--- config.mk ---
export PLATFORM = sky130hd
export DESIGN_NAME = chord_sequencer
export DESIGN_NICKNAME = d
export VERILOG_FILES = /design/src/rtl/chord_sequencer.sv
export SDC_FILE = /design/constraint.sdc
export NUM_CORES = 1
export LEC_CHECK = 0
export ABC_CLOCK_PERIOD_IN_PS = 3000
export CORE_MARGIN = 8
export CORE_UTILIZATION = 35
export CTS_CLUSTER_DIAMETER = 120
export DETAILED_ROUTE_END_ITERATION = 12
export MAX_ROUTING_LAYER = met4
export PLACE_DENSITY = 0.59
export SLEW_MARGIN = 10
export SYNTH_ARGS = -nofsm -noshare
export SYNTH_HDL_FRONTEND = slang
export SYNTH_SLANG_ARGS = --single-unit
export TNS_END_PERCENT = 30
--- constraint.sdc ---
create_clock -name clk -period 3 [get_ports clk]
set_clock_uncertainty 0.15 [all_clocks]
set_input_delay 0.3 -clock clk [delete_from_list [all_inputs] [get_ports clk]]
set_output_delay 0.3 -clock clk [all_outputs]
set_load 0.02 [all_outputs]
--- src/rtl/chord_sequencer.sv ---
// chord_sequencer: walks the song ROM, groups consecutive words into chords of
// up to MAX_NOTES notes, strobes each note into the chord player, then holds
// activate for the chord's longest duration (counted in beats) before moving
// on to the next chord.
//
// Player handshake: load_new_note is a one-cycle strobe with no back-pressure.
// note_to_load, duration and weight are stable in the strobe cycle and stay
// held until the next word is latched. activate is a level: high exactly
// while the chord plays, and never high in the same cycle as a load strobe.
module chord_sequencer #(
  parameter int ADDR_WIDTH = 7,
  parameter int MAX_NOTES  = 3
) (
  input  logic                  clk,
  input  logic                  reset,
  input  logic                  play_enable,
  input  logic                  song_start,
  input  logic                  beat,
  output logic [ADDR_WIDTH-1:0] rom_addr,
  input  logic [15:0]           rom_data,
  output logic [5:0]            note_to_load,
  output logic [5:0]            duration,
  output logic [1:0]            weight,
  output logic                  load_new_note,
  output logic                  activate,
  output logic                  song_done,
  output logic [2:0]            state_dbg
);

  localparam int CNT_W = $clog2(MAX_NOTES + 1);

  typedef enum logic [2:0] {
    IDLE  = 3'd0,
    FETCH = 3'd1,
    LATCH = 3'd2,
    LOAD  = 3'd3,
    PLAY  = 3'd4,
    GAP   = 3'd5,
    DONE  = 3'd6
  } state_t;

  state_t           state;
  logic [CNT_W-1:0] note_cnt;
  logic [5:0]       max_dur;
  logic [5:0]       beat_cnt;
  logic             more_q;
  logic             load_q;

  // ROM word fields
  logic [5:0] rom_note;
  logic [5:0] rom_dur;
  logic       rom_more;
  logic       rom_end;
  logic [1:0] rom_wt;

  assign rom_note = rom_data[5:0];
  assign rom_dur  = rom_data[11:6];
  assign rom_more = rom_data[12];
  assign rom_end  = rom_data[13];
  assign rom_wt   = rom_data[15:14];

  logic [CNT_W-1:0] cnt_inc;
  logic [5:0]       beat_inc;

  assign cnt_inc  = note_cnt + CNT_W'(1);
  assign beat_inc = beat_cnt + 6'd1;

  // The strobe register stays set while paused in LOAD, so the pulse is
  // gated here and fires once play resumes.
  assign load_new_note = load_q & play_enable;
  assign state_dbg     = state;

  // Sequencer FSM with registered outputs; everything freezes while paused.
  always_ff @(posedge clk or negedge reset) begin
    if (!reset) begin
      state        <= IDLE;
      rom_addr     <= '0;
      note_to_load <= '0;
      duration     <= '0;
      weight       <= '0;
      load_q       <= 1'b0;
      activate     <= 1'b0;
      song_done    <= 1'b0;
      note_cnt     <= '0;
      max_dur      <= '0;
      beat_cnt     <= '0;
      more_q       <= 1'b0;
    end else if (play_enable) begin
      case (state)
        IDLE: begin
          if (song_start) begin
            song_done <= 1'b0;
            rom_addr  <= '0;
            note_cnt  <= '0;
            max_dur   <= '0;
            beat_cnt  <= '0;
            state     <= FETCH;
          end
        end

        // Address has been presented; the ROM word arrives next cycle.
        FETCH: begin
          state <= LATCH;
        end

        LATCH: begin
          note_to_load <= rom_note;
          duration     <= rom_dur;
          weight       <= rom_wt;
          more_q       <= rom_more;
          if (rom_end) begin
            if (note_cnt == '0) begin
              song_done <= 1'b1;
              state     <= DONE;
            end else begin
              // Flush the partial chord; the end word is fetched again after GAP.
              activate <= 1'b1;
              state    <= PLAY;
            end
          end else begin
            load_q <= 1'b1;
            state  <= LOAD;
          end
        end

        LOAD: begin
          load_q   <= 1'b0;
          note_cnt <= cnt_inc;
          rom_addr <= rom_addr + ADDR_WIDTH'(1);
          if (duration > max_dur) begin
            max_dur <= duration;
          end
          // A continuation flag on the last voice is dropped: the chord is full.
          if (more_q && (cnt_inc < CNT_W'(MAX_NOTES))) begin
            state <= FETCH;
          end else begin
            activate <= 1'b1;
            state    <= PLAY;
          end
        end

        PLAY: begin
          if (max_dur == 6'd0) begin
            activate <= 1'b0;
            state    <= GAP;
          end else if (beat) begin
            beat_cnt <= beat_inc;
            if (beat_inc >= max_dur) begin
              activate <= 1'b0;
              state    <= GAP;
            end
          end
        end

        GAP: begin
          note_cnt <= '0;
          max_dur  <= '0;
          beat_cnt <= '0;
          state    <= FETCH;
        end

        DONE: begin
          if (song_start) begin
            song_done <= 1'b0;
            rom_addr  <= '0;
            note_cnt  <= '0;
            max_dur   <= '0;
            beat_cnt  <= '0;
            state     <= FETCH;
          end
        end

        default: begin
          state <= IDLE;
        end
      endcase
    end
  end

endmodule

==> results of run 1 <==
==> cell families (layout without fill, tap and decap cells) <==
logic type / after synthesis / in the layout / share of synthesized area
xor gates and xnor gates: 6 / 6 / 0.0243
muxes: 29 / 29 / 0.132
adders and majority gates: 17 / 17 / 0.0891
buffers and inverters: 25 / 73 / 0.0450
and+or+nand+nor: 59 / 59 / 0.135
DFF: 42 / 42 / 0.425
AOI/OAI and AO/OA: 50 / 50 / 0.150
==> synthesized netlist by cell type (all sizes together), types with 2 or more instances <==
cell | instances | area [um2]
dfrtp | 42 | 1050
mux2 | 23 | 267
nand2 | 17 | 63.8
ha | 16 | 200
inv | 16 | 60.1
a21oi | 15 | 75.1
buf | 7 | 43.8
nand3 | 7 | 35.0
nor2 | 7 | 26.3
mux2i | 6 | 60.1
o21ai | 5 | 25.0
o31ai | 5 | 51.3
nand2b | 4 | 25.0
or4 | 4 | 33.8
a211oi | 3 | 35.0
a31oi | 3 | 18.8
nand4 | 3 | 18.8
xnor2 | 3 | 26.3
xor2 | 3 | 33.8
a21boi | 2 | 15.0
a22o | 2 | 17.5
and2 | 2 | 12.5
and2b | 2 | 15.0
clkbuf | 2 | 7.51
nor3 | 2 | 21.3
nor4 | 2 | 12.5
o211ai | 2 | 15.0
or2 | 2 | 12.5
or3 | 2 | 17.5
==> path summary, 6_finish.rpt <==
| path | start | end | cells after the start |
|---|---|---|---|
| setup / recovery | state_dbg[2]$_DFFE_PN0P_ | beat_cnt[0]$_DFFE_PN0P_ | 4 |
| hold / removal | reset | beat_cnt[4]$_DFFE_PN0P_ | 1 |
| setup reg to reg | state_dbg[2]$_DFFE_PN0P_ | beat_cnt[0]$_DFFE_PN0P_ | 4 |
| hold reg to reg | song_done$_DFFE_PN0P_ | song_done$_DFFE_PN0P_ | 2 |
| max in group asynchronous | reset | state_dbg[1]$_DFFE_PN0P_ | 1 |
| min in group clk | song_done$_DFFE_PN0P_ | song_done$_DFFE_PN0P_ | 2 |
==> flip-flops by register name, summed over array words and instances, names as in the netlist, 2 cells and up <==
name	count
rom_addr	7
beat_cnt	6
duration	6
max_dur	6
note_to_load	6
state_dbg	3
note_cnt	2
weight	2
==> metal layers <==
layer,global-route usage,share of wire,up-vias
li1,-,-,925
met1,0.167,0.50,909
met2,0.176,0.45,42
met3,0.0311,0.043,4
met4,0.0488,0.014,0
met5,-,0,-
==> metrics by stage <==
stage                util  std cells  cell area [um2]  total power [uW]  setup slack, ns
floorplan               -        228             2470              2060            0.789
global placement    0.442        364             3020              2580            0.594
detailed placement  0.442        364             3020              2590            0.583
CTS                 0.458        372             3130              3060            0.585
global route        0.458        372             3130              3280            0.407
finish              0.458        372             3130              3020            0.606
==> final cells by class <==
cell class | instances | area (um2) | area share
clock buffer | 6 | 72.6 | 0.0232
inverter | 16 | 60.1 | 0.0192
multi-input combinational | 161 | 1310 | 0.418
timing repair buffer | 49 | 480 | 0.153
clock inverter | 2 | 37.5 | 0.0120
tap | 96 | 120 | 0.0384
sequential | 42 | 1050 | 0.336
==> power by group through the flow <==
stage	clock [uW]	combinational (uW)	sequential, uW
after global placement	0	1590	984
final	449	1600	973
after CTS	468	1610	978
after floorplan	0	1030	1030
after global routing	490	1770	1020
after detailed placement	0	1600	988
==> metrics list, run 1 <==
- The run finished, with violations left.
* Violated checks: hold timing
- The layout has 694 filler cells.
* Number of failing setup endpoints in the final timing report: 0
- Tot GR Track Use: 0.125
* Clock root buffer master: clkbuf_8
- Number of buffers created by CTS: 5
- Counting I/O delays and the setup requirement, the final critical path takes 2.39 ns.
- In this run the number of H-tree levels came out at 2.
* Final routed wire length divided by cell count: 15.0 um
- Detailed placement ended at an HPWL of 4170 um.
- Relative max-transition margin: 0.371
* Peak ir drop on the vdd network: 0.398 mV
* FFs w/ async S/R, synth: 1.00
* Via count of the first global-routing pass: 1,979
- Remaining design rule violation count: 0
* Share of power burned in registers: 0.322
- In the routed layout, each cell is associated on average with a via count of 5.05.
- After global routing the overflow that remains totals 0.
- Comb pwr share: 0.530
* Number of gates resized after CTS: 0
- Data required time at the worst endpoint: 3.03 ns
- STA classifies the critical path endpoint as a register.
- In the synthesized netlist the dominant register cell turns out to be dfrtp_1.
- Of the cells placed in the final design, the portion with a size suffix greater than 1 is 0.152.
- Of all nets on the critical path, the largest fanout is 12.
* Floorplan die height: 100 um
- CTS tree: done
- Setup TNS: 0 ns
- For this block, the initial DRC count from the detailed router was 77.
- The final layout contains routed wiring with a total length of 5600 um.
- The average instance in the mapped netlist occupies 10.8 um2.
- The number of antenna violations at the first check in global routing is 0.
* Worst hold slack: -0.00646 ns
* Unrepaired setup endpoints after global routing: no
* # rows: 30
- In this run the post-CTS setup repair buffer count came out at 0.
- The worst setup path is launched from a register.
* P per Cell Area: 965 nW/um2
- Synthesis produced a netlist with a net count of 266.
- Post-synthesis sequential area ratio: 0.425
* Largest net degree at the start of global routing: 43
* R2r setup slk: 0.61 ns
- Hold bufs inserted after CTS: 0
- Clock group share of total power: 0.148
* Largest stage delay on the critical path: 0.58 ns
* Net Sw Power: 1260 uW
- Summed over all cells, the static leakage comes to 0.00135 uW.
- The final layout contains 313 nets.
* Die Outline Area: 10,000 um2
- The internal portion of the total power is 1760 uW.
- From left edge to right edge, the die measures 100 um.
* Period utilisation layout: 0.798
- For this design, the sink count on the clock tree is 42.
- Skew-Pair Late Insertion Delay: 0.29 ns
- The first TritonRoute pass finished after 4 iterations.
* Highest-count cells in the layout ignoring fill and taps: clkdlybuf4s50_1, dfrtp_1, mux2_2, nand2_1
- Yosys reg bits: 42
- Number of top-level design ports: 48
- For this configuration, the core starts out at a cell density of 0.362.
- Last weighted congestion value of the routability-driven placer: 0.786
* Max Cap Violations: 0
* Family with the most delay on the worst path: flip-flops
* Count of vias placed by the detailed router: 1,880
- Syn Inst Count: 228
* Unique masters post-synth: 58
- Mapped cell area: 2470 um2
- The library cell used most frequently in the layout, excluding fill and tap cells, is clkdlybuf4s50_1.
- Cell type of the slowest stage on the worst timing path: dfrtp_1
- Max clock buf depth: 2
* Kind of critical path: register to register
- Input and output buffers added on the ports amount to 47.
- The count of endpoints failing hold in the final timing report came to 7.
- Count of flip-flops with a built-in enable after synthesis: 0
- Derived from the worst setup path, the maximum achievable clock frequency is 0.418 GHz.
- The first global-routing pass estimated 9800 um of wire.
* Switching part of the total: 0.417
- Synthesis-to-finish area growth: 26.7%
- Counting both buffers and inverters, the worst setup path holds a total of 1.
- Clock-pin slew was measured on the worst setup and hold paths at 0.08 ns.
- Number of inserted diodes: 0
* Kind of path behind the tightest hold check: input pin to asynchronous set/reset pin
- For this run, the number of Yosys warnings is 0.
- Crit-path cells: inv_1 > fa_1 > a211oi_4 > mux2_4
- Once detail routing completed, the nets flagged for antenna violations numbered 0.
- Data arrival at the endpoint of the critical path: 2.43 ns
- Max-slew violation count: 0
- The core region is 6830 um2.
- At the pin with the least slew margin, the transition time is 0.944 ns.
Note: power is estimated with default switching activity, not from simulation.
==> run 2, diff against run 1 <==
- ABC_CLOCK_PERIOD_IN_PS: 3000 -> 1970
- PLACE_DENSITY: 0.59 -> 0.61
- clock period: 3 -> 1.97 ns (I/O delays scaled with it)
==> run 2 against run 1 <==
Net effect: the run ends with setup timing left; final cell count rose by 10%; first-iteration DRC count shrank 42%; register-to-register slack got worse by 0.74 ns; sequential power increased by 47%; wire length rose by 7.5%; maximum frequency rose by 14%; largest cell class unchanged; critical endpoint is now state_dbg[0]$_DFFE_PN0P_; largest power group unchanged; via count up 8.2%; global-route usage is 0.37 points higher.
==> metrics list, run 2 (same netlist as run 1, synthesis figures left out) <==
- The flow ran to the end, but the final reports show violations.
- The final reports fail on setup timing.
* Total power after layout: 5250 uW (+74%)
* Final routed wire length divided by cell count: 14.6 um (-2.7%)
* Fin nets: 352 (+12%)
- Cell type of the slowest stage on the worst timing path: dfrtp_1
- The peak ir drop on the vdd network is 0.573 mV (+44%).
- Relative max-transition margin: 0.687 (+0.316)
- The clock latency of the later-clocked register in the worst-skew pair is 0.29 ns (about the same).
* Placement-stage cell area: 3330 um2 (+10%)
- Number of antenna violations at the first check in global routing: 0 (unchanged)
* Register bank with the most flops: rom_addr
* Family with the most delay on the worst path: compound AO/OA/AOI/OAI gates
- Unrepaired setup endpoints after global routing: yes
* Filler cell count in the final layout: 654 (-5.8%)
* Data required time at the worst endpoint: 2.00 ns (-1.03 ns)
- The post-layout worst setup margin is -0.137 ns (-0.743 ns).
- Footprint of the flip-flops and latches: 1060 um2 (+0.48%)
* Max Cap Violations: 0 (unchanged)
- The delay contributed by the slowest stage of the critical path is 0.42 ns (-0.16 ns).
- Number of buffers created by CTS: 5 (unchanged)
* Number of H-tree branching levels: 2 (unchanged)
- Number of buffer and inverter stages on the critical path: 0 (-1)
- STA classifies the critical path startpoint as a register.
- The wire length of the first global-routing pass came to 10,200 um (+3.9%).
- Kind of path behind the tightest hold check: input pin to asynchronous set/reset pin
- The aggregate global routing overflow came to 0 (unchanged).
- The count of endpoints failing hold in the final timing report is 0 (-7).
* Flip-flop count of the largest register after layout: 7 (unchanged)
- The sum of net half-perimeters after detailed placement came to 4590 um (+10%).
- The maximum number of pins on one net before global-route repair is 26 (-40%).
* Final min period: 2.11 ns (-0.287 ns)
- Most common cell after layout, fill and taps aside: clkdlybuf4s50_1
- The worst setup path is captured at a register.
* Via count of the first global-routing pass: 2,100 (+6.1%)
* P per Cell Area: 1470 nW/um2 (+53%)
- The fraction of layout instances using a drive strength above 1 was 0.317 (+0.165).
- From synthesis to final layout, the design area changed by 44.2%.
* Port-buffer cells: 47 (unchanged)
- The final count of negative-setup-slack endpoints came to 3 (+3).
- The initial core utilization is 0.362 (unchanged).
* Max-slew violation count: 0 (unchanged)
- The root buffer cell chosen for the clock tree is clkbuf_8.
* Post-route insts no fill: 411 (+10%)
* Last weighted congestion value of the routability-driven placer: 0.830 (+5.6%)
- Met3 wirelength from detailed routing: 278 um (+14%)
* Max clock buf depth: 2 (unchanged)
- Antenna-violating nets left: 0 (unchanged)
- Period utilisation layout: 1.07 (+0.272)
* Count of vias placed by the detailed router: 2,034 (+8.2%)
- The library cells used most frequently in the layout, excluding fill and tap cells, are clkdlybuf4s50_1, dfrtp_1, buf_4, mux2_2, nand2_1.
- The worst-case setup slack after placement came to -0.201 ns (-0.784 ns).
- Kind of critical path: register to register
- The vertical die dimension is 100 um (unchanged).
* DRT Wirelength: 6020 um (+7.5%)
- Pin slew with the least headroom to its limit: 0.469 ns (-0.475 ns)
- The maximum frequency from static timing analysis was 0.475 GHz (+14%).
* Tot GR Track Use: 0.128 (+0.00366)
* Instance count after placement with tap cells included: 401 (+10%)
- The largest driver fanout on the critical path came to 4 (-8).
* Clk sink count: 42 (unchanged)
- The number of violations reported at the end of detailed-routing iteration 0 came to 45 (-42%).
- # rows: 30 (unchanged)
* Top routing layer in use: met4
* Leakage power of the design: 0.00156 uW (+16%)
- Die Outline Area: 10,000 um2 (unchanged)
- CTS tree: done
* Remaining design rule violation count: 0 (unchanged)
* Number of inserted diodes: 0 (unchanged)
- The sum of negative setup slack is -0.367 ns (-0.367 ns).
- The met2 wire length is 2800 um (+12%).
* Crit-path cells: ha_2 > xor2_2 > ha_1 > o21a_1 > o211ai_1 > o2111ai_2 > a31o_1
- Met1 routed wirelength after detailed routing: 2870 um (+3.3%)
* Post-CTS clock slew at the launch and capture registers of the worst setup and hold paths: 0.08 ns (about the same)
* Footprint of the multi-input gates: 1420 um2 (+8.1%)
- Number of top-level design ports: 48 (unchanged)
- The arrival time at the worst endpoint came to 2.14 ns (-0.29 ns).
- DIE WIDTH: 100 um (unchanged)
* Initial DRT Pass Iterations: 4 (unchanged)
- The post-detailed-route via-to-cell ratio was 4.95 (-2.1%).
- The final instance area was 3570 um2 (+14%).
* Area of the core: 6830 um2 (unchanged)
run 2: report_power, final:
part / total (uW) / internal (uW) / switching (uW)
combinational: 3140 / 1600 / 1550
clock: 686 / 378 / 307
sequential: 1430 / 1150 / 281
total: 5250 / 3120 / 2130
run 2: routing by layer:
layer | vias to the layer above | track usage
li1 | 1005 | -
met1 | 978 | 0.170
met2 | 44 | 0.191
met3 | 7 | 0.0277
met4 | 0 | 0.0395
met5 | - | -
run 2: final timing paths:
check / to / cells after the start / startpoint / slack (ns)
min reg2reg: load_q$_DFFE_PN0P_ / 2 / load_q$_DFFE_PN0P_ / 0.35
max reg2reg: state_dbg[0]$_DFFE_PN0P_ / 7 / beat_cnt[0]$_DFFE_PN0P_ / -0.14
min in group clk: duration[0]$_DFFE_PN0P_ / 3 / rom_data[6] / 0.31
min: beat_cnt[0]$_DFFE_PN0P_ / 2 / reset / 0.24
max: state_dbg[0]$_DFFE_PN0P_ / 7 / beat_cnt[0]$_DFFE_PN0P_ / -0.14
max in group asynchronous: beat_cnt[2]$_DFFE_PN0P_ / 3 / reset / 0.94
run 2: worst register-to-register path: stages (launching register included):
cell	delay (ns)
dfrtp_1	0.42
ha_2	0.22
xor2_2	0.14
ha_1	0.27
o21a_1	0.18
o211ai_1	0.26
o2111ai_2	0.15
a31o_1	0.22
run 2: area by class of cell:
type                    instances  share of cell area
flip-flops and latches         42               0.296
multi-input cells             161               0.397
well taps                      96              0.0337
repair buffers                 88               0.225
clock inverters                 2              0.0105
inverters                      16              0.0168
clock buffers                   6              0.0204
run 2: per-stage QoR:
step / hold slack, ns / util
after floorplan: -0.249 / -
after global placement: 0.0309 / 0.488
after detailed placement: 0.0378 / 0.488
after CTS: 0.254 / 0.512
after global routing: 0.280 / 0.522
final: 0.235 / 0.522
run 2: what timing repair did:
item	CTS	global route
buffers inserted	1	0
gates cloned	0	0
endpoints found under the hold margin	17	0
hold buffers	1	0
resized for setup	8	14
pin swaps	2	5
setup endpoints to repair	10	19
